[config.mk]
export PLATFORM = sky130hd
export DESIGN_NAME = ifu_ctrl_flat
export DESIGN_NICKNAME = d
export VERILOG_FILES = /design/src/rtl/ifu_ctrl_if.sv /design/src/rtl/ifu_ctrl.sv /design/src/flat_wrapper.sv
export SDC_FILE = /design/constraint.sdc
export NUM_CORES = 1
export LEC_CHECK = 0
export ABC_AREA = 1
export BUFFER_PORTS_ARGS = -buffer_cell sky130_fd_sc_hd__buf_4
export CAP_MARGIN = 10
export CORE_MARGIN = 3
export CORE_UTILIZATION = 38
export DETAILED_ROUTE_END_ITERATION = 7
export GPL_ROUTABILITY_DRIVEN = 0
export GPL_TIMING_DRIVEN = 1
export PLACE_DENSITY_LB_ADDON = 0.2
export SLEW_MARGIN = 20
export SYNTH_ARGS = -nofsm -noshare
export SYNTH_HDL_FRONTEND = slang
export SYNTH_SLANG_ARGS = --single-unit
[constraint.sdc]
create_clock -name clk -period 1.9 [get_ports clk]
set_input_delay 0.285 -clock clk [delete_from_list [all_inputs] [get_ports clk]]
set_output_delay 0.285 -clock clk [all_outputs]
set_load 0.05 [all_outputs]
[src/rtl/ifu_ctrl_if.sv]
// Instruction-memory port of the fetch sequencer: request/grant followed by a
// separate response beat.
interface ifu_ctrl_if;
    logic        imem_req;
    logic [31:0] imem_addr;
    logic        imem_gnt;
    logic        imem_rvalid;
    logic [31:0] imem_rdata;

    modport master (
        output imem_req,
        output imem_addr,
        input  imem_gnt,
        input  imem_rvalid,
        input  imem_rdata
    );

    modport slave (
        input  imem_req,
        input  imem_addr,
        output imem_gnt,
        output imem_rvalid,
        output imem_rdata
    );
endinterface

[src/rtl/ifu_ctrl.sv]
// ifu_ctrl: multi-cycle fetch/execute sequencer for the single-cycle RV core.
// Optional fetch timeout is built in when IFU_TIMEOUT_EN is defined.
module ifu_ctrl #(
    parameter int unsigned TIMEOUT = 255
) (
    input  logic        clk,
    input  logic        rst,
    input  logic [31:0] pc,
    ifu_ctrl_if.master  imem,
    output logic [31:0] inst,
    output logic        exec_en,
    output logic        pc_we,
    input  logic        halt_req,
    output logic        halted,
    output logic [31:0] instret,
    output logic        fetch_err
);
    localparam logic [31:0] NOP = 32'h0000_0013;

    typedef enum logic [2:0] {
        S_IDLE,
        S_REQ,
        S_WAIT,
        S_EXEC,
        S_HALT
    } state_e;

    state_e      state_q;
    logic        req_q;
    logic        exec_q;
    logic        halted_q;
    logic [31:0] inst_q;
    logic [31:0] instret_q;
    logic        timeout_hit;

    // The timeout counter is 8 bits wide.
    if (TIMEOUT < 1 || TIMEOUT > 255) begin : g_bad_timeout
        $error("ifu_ctrl: TIMEOUT must be in 1..255");
    end

`ifdef IFU_TIMEOUT_EN
    localparam logic [7:0] TIMEOUT_LAST = 8'(TIMEOUT - 1);

    logic [7:0] cnt_q;
    logic       fetch_err_q;

    // A response that completes in the last allowed cycle beats the timeout.
    assign timeout_hit = (cnt_q == TIMEOUT_LAST) &&
                         ((state_q == S_REQ) ||
                          (state_q == S_WAIT && !imem.imem_rvalid));

    always_ff @(posedge clk) begin
        if (!rst) begin
            cnt_q       <= '0;
            fetch_err_q <= 1'b0;
        end else begin
            if (state_q == S_REQ || state_q == S_WAIT) begin
                cnt_q <= cnt_q + 8'd1;
            end else begin
                cnt_q <= '0;
            end
            if (timeout_hit) begin
                fetch_err_q <= 1'b1;
            end
        end
    end

    assign fetch_err = fetch_err_q;
`else
    assign timeout_hit = 1'b0;
    assign fetch_err   = 1'b0;
`endif

    // NOTE: every register here is written with <= so all of them sample the
    // pre-edge state; a blocking = would leak new values into later lines.
    always_ff @(posedge clk) begin
        if (!rst) begin
            state_q   <= S_IDLE;
            req_q     <= 1'b0;
            exec_q    <= 1'b0;
            halted_q  <= 1'b0;
            inst_q    <= NOP;
            instret_q <= '0;
        end else begin
            req_q  <= 1'b0;
            exec_q <= 1'b0;
            if (timeout_hit) begin
                state_q  <= S_HALT;
                halted_q <= 1'b1;
            end else begin
                unique case (state_q)
                    S_IDLE: begin
                        state_q <= S_REQ;
                        req_q   <= 1'b1;
                    end
                    S_REQ: begin
                        if (imem.imem_gnt) begin
                            state_q <= S_WAIT;
                        end else begin
                            req_q <= 1'b1;
                        end
                    end
                    S_WAIT: begin
                        if (imem.imem_rvalid) begin
                            inst_q  <= imem.imem_rdata;
                            state_q <= S_EXEC;
                            exec_q  <= 1'b1;
                        end
                    end
                    S_EXEC: begin
                        instret_q <= instret_q + 32'd1;
                        if (halt_req) begin
                            state_q  <= S_HALT;
                            halted_q <= 1'b1;
                        end else begin
                            state_q <= S_REQ;
                            req_q   <= 1'b1;
                        end
                    end
                    S_HALT: begin
                        state_q <= S_HALT;
                    end
                    default: begin
                        state_q <= S_IDLE;
                    end
                endcase
            end
        end
    end

    // The PC register updates on the EXEC edge, so the address must follow pc
    // directly to present the new value in the first REQ cycle.
    assign imem.imem_addr = pc;
    assign imem.imem_req  = req_q;

    assign inst    = inst_q;
    assign exec_en = exec_q;
    assign pc_we   = exec_q;
    assign halted  = halted_q;
    assign instret = instret_q;
endmodule

[src/flat_wrapper.sv]
// flat-port wrapper written by rule: the top's interface ports become plain ports
module ifu_ctrl_flat 
#(
    parameter int unsigned TIMEOUT = 255
)
  (clk, rst, pc, inst, exec_en, pc_we, halt_req, halted, instret, fetch_err, imem_imem_req, imem_imem_addr, imem_imem_gnt, imem_imem_rvalid, imem_imem_rdata);
  ifu_ctrl_if imem_i ();
  input  logic clk;
  input  logic rst;
  input  logic [31:0] pc;
  output logic [31:0] inst;
  output logic exec_en;
  output logic pc_we;
  input  logic halt_req;
  output logic halted;
  output logic [31:0] instret;
  output logic fetch_err;
  output wire logic [$bits(imem_i.imem_req)-1:0] imem_imem_req;
  output wire logic [$bits(imem_i.imem_addr)-1:0] imem_imem_addr;
  input wire logic [$bits(imem_i.imem_gnt)-1:0] imem_imem_gnt;
  input wire logic [$bits(imem_i.imem_rvalid)-1:0] imem_imem_rvalid;
  input wire logic [$bits(imem_i.imem_rdata)-1:0] imem_imem_rdata;
  assign imem_imem_req = imem_i.imem_req;
  assign imem_imem_addr = imem_i.imem_addr;
  assign imem_i.imem_gnt = imem_imem_gnt;
  assign imem_i.imem_rvalid = imem_imem_rvalid;
  assign imem_i.imem_rdata = imem_imem_rdata;
  ifu_ctrl #(.TIMEOUT(TIMEOUT)) u_core (.clk(clk), .rst(rst), .pc(pc), .imem(imem_i), .inst(inst), .exec_en(exec_en), .pc_we(pc_we), .halt_req(halt_req), .halted(halted), .instret(instret), .fetch_err(fetch_err));
endmodule
==> impl_results.md, run 1 <==
- # nets final: approximately 640
- Met2 WL: around 3900 um
- IO buf count: ~100
- Die width: 101 um
- Outcome: complete, no violations
- Synth area leaders: dfxtp_1 (41%), nor2_1 (13%), nand2_1 (8.7%), buf_4 (7.4%), o21ai_0 (5.5%)
- Post-synth top cells: nor2_1 (123), nand2_1 (80), dfxtp_1 (70)
- TritonCTS Buffers: 9
- Final Instance Area: around 4300 um2
- Worst hold stages: 3
- Total design power: around 3.8 mW
- Post-synth ARST share: 0
- I/O pins: 170
- Slew Limit Headroom: 0.654
- DRC viols: 0
- Register area: between 1000 and 1500 um2
- Power share of the clock group: 0.344
- Req. time, crit path: ~2.1 ns
- Period utilization: 0.886
- Sw Ratio: 0.320
- Worst hold path type: in2reg
- Synth Flop Type: dfxtp_1
- DR vias/cell: slightly below 5
- PwrDens: between 800 and 900 nW/um2
- DRT iter0 DRCs: approximately 120
- Row count: 34
- Post-route ant nets: 0
- Post-synthesis sequential area ratio: 0.408
- Critical-path cell list: ha_1 -> nand2_1 -> nor2_1 -> nand2_2 -> nor2_1 -> nand2_1 -> nor2_1 -> nand2_1 -> nand2_1 -> nor2_1
- Post-synth top area share: 0.408
- Logic pwr share: 0.224
- VDD IR-drop max: 0.307 mV
- CP max-delay cell: dfxtp_1
- Met1 Wirelength: between 3000 and 4000 um
- Final Critical Period: 1.68 ns
- Vias: about 3300
- CP endpoint kind: flip-flop
- Clk_lat worst skew: 0.34 ns
- Max Buffers Root-to-Sink: 2
- Post-DP HPWL: around 6600 um
- Starting Density: 0.392
- All-layer global routing usage: 0.173
- Die Height: 101 um
- Core box area: between 8000 and 9000 um2
- Drt first pass iters: 4
- Final TNS setup: 0 ns
- Mean Syn Cell Area: between 6 and 7 um2
- DR top layer: met4
- Fillers: between 800 and 900
- Crit Path Max Fanout: 4
- TritonCTS Sinks: 70
- Max Cap Violations: 0
- Crit path kind: reg2reg
- Grt ovf: 0
- Sw power: roughly 1.2 mW
- R2R cell count: 10
- Share of post-route cells with drive strength above 1: 0.255
- Yosys top cell by area: dfxtp_1
- Max H-tree Level: 3
- Full die area: about 10000 um2
- Number of synthesized flops with an enable pin: 0
- WL/cell: 12.9 um
- Metal3 WL: roughly 800 um
- Vias in the first global route: approximately 3000
- Mapped Area: roughly 3400 um2
- Syn_nets: approximately 560
- DRT Wirelength: between 8000 and 9000 um
- CTS tree: yes
- Clk_skew: 0.0102 ns
- Startpoint Class: flip-flop
- Yosys warns: 0
- Yosys cell types: 30
- Global-route wire length before repair: 14200 um
- Setup bufs post-CTS: 0
- Hold Buf Count CTS: 0
- Least-Margin Pin Slew: 0.518 ns
- Worst hold margin: roughly 0.14 ns
- Final Slew Violations: 0
- Synthesized instance count: 494
- RSZ-0062 raised after global routing: no
- Largest net degree at the start of global routing: 34
- Placement Cell Area: ~4100 um2
- Count leader, synth: nor2_1
- FMAX: 0.594 GHz
- Total internal power: 2.58 mW
- Initial antenna violation count: 0
- Number of synthesized register bits: 70
- Worst path max stage delay: 0.38 ns
- Footprint of the multi-input gates: 1560 um2
- Sequential power share: 0.433
- Diode count: 0
- Fin. Hold Viols: 0
- Layout area overhead: 25.1%
- Root buffer cell: clkbuf_8
- WP data arrival: between 1.5 and 2 ns
- Setup violations, final: 0
- Static leakage: between 1.5 and 2 nW
- Worst-path clk slew: about 0.080 ns
==> per-layer routing <==
layer  vias to the layer above  GRT usage
met3                        13     0.0436
met5                         -          0
met2                       123      0.277
li1                       1673          -
met1                      1462      0.224
met4                         0     0.0654
==> per-stage QoR <==
| step | setup WS, ns | util | instances |
|---|---|---|---|
| 2_1_floorplan | 0.00261 | - | 494 |
| 3_3_place_gp | 0.266 | 0.465 | 664 |
| 3_5_place_dp | 0.200 | 0.465 | 664 |
| 4_1_cts | 0.193 | 0.489 | 680 |
| 5_1_grt | 0.0358 | 0.490 | 680 |
| 6_report | 0.217 | 0.490 | 680 |
==> path summary, 6_finish.rpt <==
| path | slack, ns | from | end |
|---|---|---|---|
| worst max-delay path | 0.22 | u_core.instret[1] | u_core.instret[22] |
| worst min-delay path | 0.14 | imem_imem_rdata[4] | u_core.inst[4] |
| worst min register to register | 0.46 | u_core.halted | u_core.halted |
| worst max register to register | 0.22 | u_core.instret[1] | u_core.instret[22] |
==> placed cells by master, fill, tap and decap left out, drive strengths merged <==
| master | count |
|---|---|
| a21oi | 19 |
| and2 | 3 |
| buf | 109 |
| bufinv | 2 |
| clkbuf | 10 |
| clkinv | 3 |
| clkinvlp | 2 |
| conb | 1 |
| dfxtp | 70 |
| ha | 1 |
| inv | 43 |
| nand2 | 84 |
| nand3 | 29 |
| nand4 | 10 |
| nor2 | 131 |
| nor3 | 6 |
| nor3b | 2 |
| o211ai | 1 |
| o21a | 2 |
| o21ai | 40 |
| or2 | 2 |
| xor2 | 2 |
==> flip-flops by register name (all words and copies together), names as in the netlist <==
register              count
u_core.inst              32
u_core.instret           32
u_core.state_q            3
u_core.exec_en            1
u_core.halted             1
u_core.imem.imem_req      1
==> logic make-up after synthesis <==
| group | synth area share |
|---|---|
| flip-flops | 0.408 |
| adder cells (fa/ha/maj) | 0.00365 |
| AO/OA/AOI/OAI | 0.0926 |
| XOR/XNOR | 0.00510 |
| other | 0.00109 |
| buffers and inverters | 0.139 |
| AND/OR/NAND/NOR | 0.351 |
==> final cells by class <==
| class | count | area share |
|---|---|---|
| well taps | 108 | 0.0315 |
| inverters | 44 | 0.0393 |
| repair buffers | 109 | 0.191 |
| clock inverters | 6 | 0.0201 |
| clock buffers | 10 | 0.0297 |
| flip-flops and latches | 70 | 0.326 |
| multi-input cells | 333 | 0.362 |
==> worst max-delay path: cells and delay by family, from the launching register on <==
kind                     cells  cell delay [ns]
AND/OR/NAND/NOR              9             1.03
flip-flops                   1             0.38
adder cells (fa/ha/maj)      1             0.19
==> power by group through the flow <==
stage               combinational, mW  clock [mW]  sequential (mW)
floorplan                       0.457           0             1.99
global placement                0.847           0             1.67
detailed placement              0.855           0             1.68
CTS                             0.856        1.34             1.64
global route                    0.922        1.40             1.66
finish                          0.849        1.30             1.64
==> repair_timing <==
item	in CTS	in global routing
endpoints found under the setup margin	0	4
endpoints found under the hold margin	0	0
gates resized for setup	0	1
(Power assumes the default switching activity.)
==> run 2: changes to the inputs <==
CORE_MARGIN = 5   (was 3)
==> impl_results.md, run 2 (synthesis gave the netlist of run 1 again) <==
- Outcome: complete, no violations
- Die Height: 105 um (+4.0%)
- Worst hold path type: in2reg
- GRT busiest layer: met2
- DRT iter0 DRCs: 133 (+15%)
- Static leakage: 1.84 nW (+1.2%)
- Sw Ratio: 0.315 (-0.00470)
- Vias in the first global route: 3142 (+2.9%)
- Worst path max stage delay: 0.38 ns (about the same)
- Setup violations, final: 0 (unchanged)
- R2R cell count: 10 (unchanged)
- CP max-delay cell: dfxtp_1
- Total internal power: 2.62 mW (+1.6%)
- M1 GR Usage: 0.207 (-0.0163)
- Commonest non-fill, non-tap cell in the layout: nor2_1
- RSZ-0062 raised after global routing: no
- Core box area: 8760 um2 (unchanged)
- Final Slew Violations: 0 (unchanged)
- Max Cap Violations: 0 (unchanged)
- Worst-path clk slew: 0.08 ns (about the same)
- Share of post-route cells with drive strength above 1: 0.255 (-0.000445)
- DRT Wirelength: 8870 um (+1.4%)
- FMAX: 0.596 GHz (+0.37%)
- Starting Density: 0.392 (unchanged)
- Slew Limit Headroom: 0.376 (-0.278)
- Total design power: 3.83 mW (+0.90%)
- Clk_skew: 0.00852 ns (-0.00171 ns)
- Power share of the clock group: 0.349 (+0.005)
- Final Critical Period: 1.68 ns (-0.00624 ns)
- Worst hold stages: 3 (unchanged)
- Met3 usage: 0.0493 (+0.00572)
- Post-route ant nets: 0 (unchanged)
- Diode count: 0 (unchanged)
- Commonest non-fill, non-tap cells in the layout: nor2_1 (123), buf_4 (110), nand2_1 (80)
- Crit path kind: reg2reg
- Vias: 3202 (-2.1%)
- VDD IR-drop max: 0.358 mV (+17%)
- Root buffer cell: clkbuf_8
- TritonCTS Buffers: 9 (unchanged)
- Setup bufs post-CTS: 0 (unchanged)
- Final Instance Area: 4310 um2 (+0.32%)
- Fillers: 891 (+1.6%)
- WP data arrival: 1.91 ns (about the same)
- DRC viols: 0 (unchanged)
- CP endpoint kind: flip-flop
- Crit path depth: 10 (unchanged)
- Largest net degree at the start of global routing: 35 (+2.9%)
- Clk_lat worst skew: 0.34 ns (about the same)
- Hold Buf Count CTS: 0 (unchanged)
- Final Core Density: 0.491 (+0.00157)
- Period utilization: 0.883 (-0.00328)
- Max Buffers Root-to-Sink: 2 (unchanged)
- Global-route wire length before repair: 14700 um (+3.8%)
- CTS tree: yes
- Fin cells: 681 (+0.15%)
- WL/cell: 13.0 um (+1.3%)
- PostCTS Resize Cnt: 0 (unchanged)
- Grt ovf: 0 (unchanged)
- Startpoint Class: flip-flop
- # nets final: 638 (+0.16%)
- Least-Margin Pin Slew: 0.935 ns (+0.417 ns)
- Crit Path Max Fanout: 4 (unchanged)
- DR vias/cell: 4.70 (-2.3%)
- Critical-path cell list: ha_1 -> nand2_1 -> nor2_1 -> nand2_2 -> nor2_1 -> nand2_1 -> nor2_1 -> nand2_1 -> nand2_1 -> nor2_1
- Max H-tree Level: 3 (unchanged)
- Buf/Inv on CP: 0 (unchanged)
- TritonCTS Sinks: 70 (unchanged)
- Worst hold margin: 0.148 ns (+0.00495 ns)
- Layout area overhead: 25.5%
- Row count: 34 (unchanged)
- Dpl ws: 0.206 ns (+0.00637 ns)
- I/O pins: 170 (unchanged)
- Final TNS setup: 0 ns (unchanged)
- Sequential power share: 0.428 (-0.005)
- IO buf count: 104 (unchanged)
- Initial antenna violation count: 0 (unchanged)
- Logic pwr share: 0.223 (about the same)
- Die width: 105 um (+4.0%)
- Drt first pass iters: 4 (unchanged)
- Full die area: 11000 um2 (+8.1%)
- CP delay by family, top: simple AND/OR/NAND/NOR gates
- Placement Cell Area: 4080 um2 (+0.18%)
- Fin worst setup slack: 0.223 ns (+0.00624 ns)
- Dpl cells: 665 (+0.15%)
- All-layer global routing usage: 0.161 (-0.0122)
- Met2 Use GR: 0.249 (-0.0279)
- PwrDens: 890 nW/um2 (+0.58%)
- Req. time, crit path: 2.14 ns (about the same)
- Post-DP HPWL: 6780 um (+3.0%)
- Fin. Hold Viols: 0 (unchanged)
- Sw power: 1.21 mW (-0.58%)
-- run 2: cell types whose count changed in the layout (fill, tap and decap cells not counted) --
cell | previous run | this run
inv_1 | 41 | 42
clkbuf_8 | 9 | 10
clkinvlp_4 | 2 | 0
buf_4 | 109 | 110
clkinv_4 | 1 | 2
clkinv_2 | 2 | 1
-- run 2: power groups by stage --
stage | combinational [mW] | clock, mW | sequential, mW
finish | 0.854 | 1.34 | 1.64
global route | 0.921 | 1.45 | 1.65
CTS | 0.865 | 1.39 | 1.64
detailed placement | 0.864 | 0 | 1.67
global placement | 0.853 | 0 | 1.67
floorplan | 0.457 | 0 | 1.99
-- run 2: layout make-up --
type	instances	area [um2]	area share
inverters	44	165	0.0383
clock buffers	11	141	0.0328
repair buffers	110	826	0.192
multi-input cells	333	1560	0.361
clock inverters	5	82.6	0.0192
flip-flops and latches	70	1400	0.325
well taps	108	135	0.0314
-- run 2: metal layers --
layer | part of all wire | routed length, um
met1 | 0.46 | 4120
met2 | 0.45 | 3980
met4 | 0.010 | 89
met3 | 0.077 | 684
met5 | 0 | 0
-- run 2: path summary, 6_finish.rpt --
path / endpoint / from / slack (ns)
setup / recovery: u_core.instret[22] / u_core.instret[1] / 0.22
hold / removal: u_core.inst[4] / imem_imem_rdata[4] / 0.15
setup reg to reg: u_core.instret[22] / u_core.instret[1] / 0.22
hold reg to reg: u_core.halted / u_core.halted / 0.45
-- run 2: tightest hold or removal path: stages --
cell and delay (ns):
buf_4 0.08, nand2_1 0.04, nand3_1 0.05
==> run 3: changes to the inputs <==
CELL_PAD_IN_SITES_DETAIL_PLACEMENT = 0   (was not set)
CELL_PAD_IN_SITES_GLOBAL_PLACEMENT = 2   (was not set)
CORE_MARGIN = 4   (was 5)
CORE_UTILIZATION = 23   (was 38)
==> impl_results.md, run 3 (synthesis gave the netlist of run 1 again) <==
- Die width: 130 um (+24%)
- Worst path max stage delay: 0.36 ns (-0.02 ns)
- Global-route wire length before repair: 16700 um (+14%)
- Fin. Hold Viols: 0 (unchanged)
- Reg2reg start: u_core.instret[1]
- Root buffer cell: clkbuf_16
- Post-DP HPWL: 8110 um (+20%)
- # nets final: 648 (+1.6%)
- DR vias/cell: 4.25 (-9.6%)
- Diode count: 0 (unchanged)
- Setup bufs post-CTS: 0 (unchanged)
- Outcome: complete, no violations
- Req. time, crit path: 2.12 ns (-0.02 ns)
- Layout area overhead: 32.0%
- Drt first pass iters: 4 (unchanged)
- Hold Buf Count CTS: 0 (unchanged)
- Initial antenna violation count: 0 (unchanged)
- TritonCTS Buffers: 9 (unchanged)
- Critical-path cell list: ha_1 -> nand2_1 -> nor2_1 -> nand2_2 -> nor2_1 -> nand2_1 -> nor2_1 -> nand2_1 -> nand2_1 -> nor2_1
- I/O pins: 170 (unchanged)
- Crit path kind: reg2reg
- Static leakage: 1.91 nW (+4.2%)
- Row count: 44 (+29%)
- Slew Limit Headroom: 0.624 (+0.248)
- Fin worst setup slack: 0.279 ns (+0.0559 ns)
- Final TNS setup: 0 ns (unchanged)
- DRT iter0 DRCs: 184 (+38%)
- VDD IR-drop max: 0.361 mV (+0.64%)
- Dpl ws: 0.260 ns (+0.0534 ns)
- CP max-delay cell: dfxtp_1
- All-layer global routing usage: 0.127 (-0.0334)
- Core box area: 14600 um2 (+66%)
- Largest net degree at the start of global routing: 57 (+63%)
- Post-route ant nets: 0 (unchanged)
- Final Critical Period: 1.62 ns (-0.0559 ns)
- Vias: 3250 (+1.5%)
- Dpl cells: 751 (+13%)
- Fin cells: 765 (+12%)
- Clk_lat worst skew: 0.33 ns (about the same)
- Crit Path Max Fanout: 4 (unchanged)
- Final Core Density: 0.311 (-0.181)
- Logic pwr share: 0.209 (-0.014)
- Clk_skew: 0.00739 ns (-0.00113 ns)
- Max H-tree Level: 3 (unchanged)
- DRC viols: 0 (unchanged)
- RSZ-0062 raised after global routing: no
- Die Height: 130 um (+24%)
- TritonCTS Sinks: 70 (unchanged)
- Vias in the first global route: 3251 (+3.5%)
- Power share of the clock group: 0.393 (+0.044)
- IO buf count: 104 (unchanged)
- PostCTS Resize Cnt: 0 (unchanged)
- PwrDens: 911 nW/um2 (+2.4%)
- Crit path from: u_core.instret[1]
- Final Slew Violations: 0 (unchanged)
- FMAX: 0.617 GHz (+3.4%)
- Least-Margin Pin Slew: 0.564 ns (-0.371 ns)
- Commonest non-fill, non-tap cell in the layout: nor2_1
- Worst-path clk slew: 0.06 ns (-0.02 ns)
- Commonest non-fill, non-tap cells in the layout: nor2_1 (123), buf_4 (120), nand2_1 (80)
- Startpoint Class: flip-flop
- Setup violations, final: 0 (unchanged)
- Sw Ratio: 0.311 (-0.00432)
- Full die area: 16900 um2 (+54%)
- Sequential power share: 0.398 (-0.030)
- WP data arrival: 1.85 ns (-0.06 ns)
- Sw power: 1.28 mW (+6.2%)
- Total internal power: 2.84 mW (+8.4%)
- Starting Density: 0.235 (-0.156)
- Period utilization: 0.853 (-0.0294)
- DRT Wirelength: 10600 um (+20%)
- Max Cap Violations: 0 (unchanged)
- Max Buffers Root-to-Sink: 2 (unchanged)
- Share of post-route cells with drive strength above 1: 0.267 (+0.0120)
- Grt ovf: 0 (unchanged)
- CTS tree: yes
- Worst hold path type: in2reg
- WL/cell: 13.9 um (+6.6%)
- CP endpoint kind: flip-flop
- Min-delay src: imem_imem_rdata[1]
[run 3: cell types whose count changed in the layout (fill, tap and decap cells not counted), sizes merged]
cell	before	now
buf	110	120
clkbuf	11	9
bufinv	2	1
clkinvlp	0	1
[run 3: critical path: cells and delay by family (launching register included)]
family,cells,cell delay (ns)
and+or+nand+nor,9,0.97
DFF,1,0.36
adders and majority gates,1,0.18
[run 3: path summary, 6_finish.rpt]
path	cells past startpoint	slack, ns	end
min reg2reg	2	0.45	u_core.halted
max reg2reg	10	0.28	u_core.instret[22]
max	10	0.28	u_core.instret[22]
min	3	0.15	u_core.inst[1]
[run 3: through the flow]
step                area, um2  power [mW]  hold WS (ns)
detailed placement       4250        2.55         0.450
global placement         4250        2.54         0.446
floorplan                3430        2.45         0.398
finish                   4530        4.13         0.155
CTS                      4530        4.21         0.138
global route             4530        4.35         0.162
[run 3: area by class of cell]
type                    count  area, um2
inverters                  44        165
fillers                  1584      10100
clock inverters             5       52.6
clock buffers               9        225
repair buffers            120        901
well taps                 184        230
flip-flops and latches     70       1400
multi-input cells         333       1560
[run 3: per-layer routing]
metal  vias to the layer above  track usage  wire, um
li1                       1696            -         -
met2                       112        0.203      4630
met5                         -            0         0
met1                      1417        0.163      4940
met3                        25       0.0348       844
met4                         0       0.0501       210
[run 3: power groups by stage]
stage	logic, mW	registers, mW	clock network, mW
6_report	0.861	1.64	1.62
5_1_grt	0.939	1.66	1.75
4_1_cts	0.875	1.64	1.69
3_5_place_dp	0.874	1.68	0
3_3_place_gp	0.874	1.67	0
2_1_floorplan	0.457	1.99	0
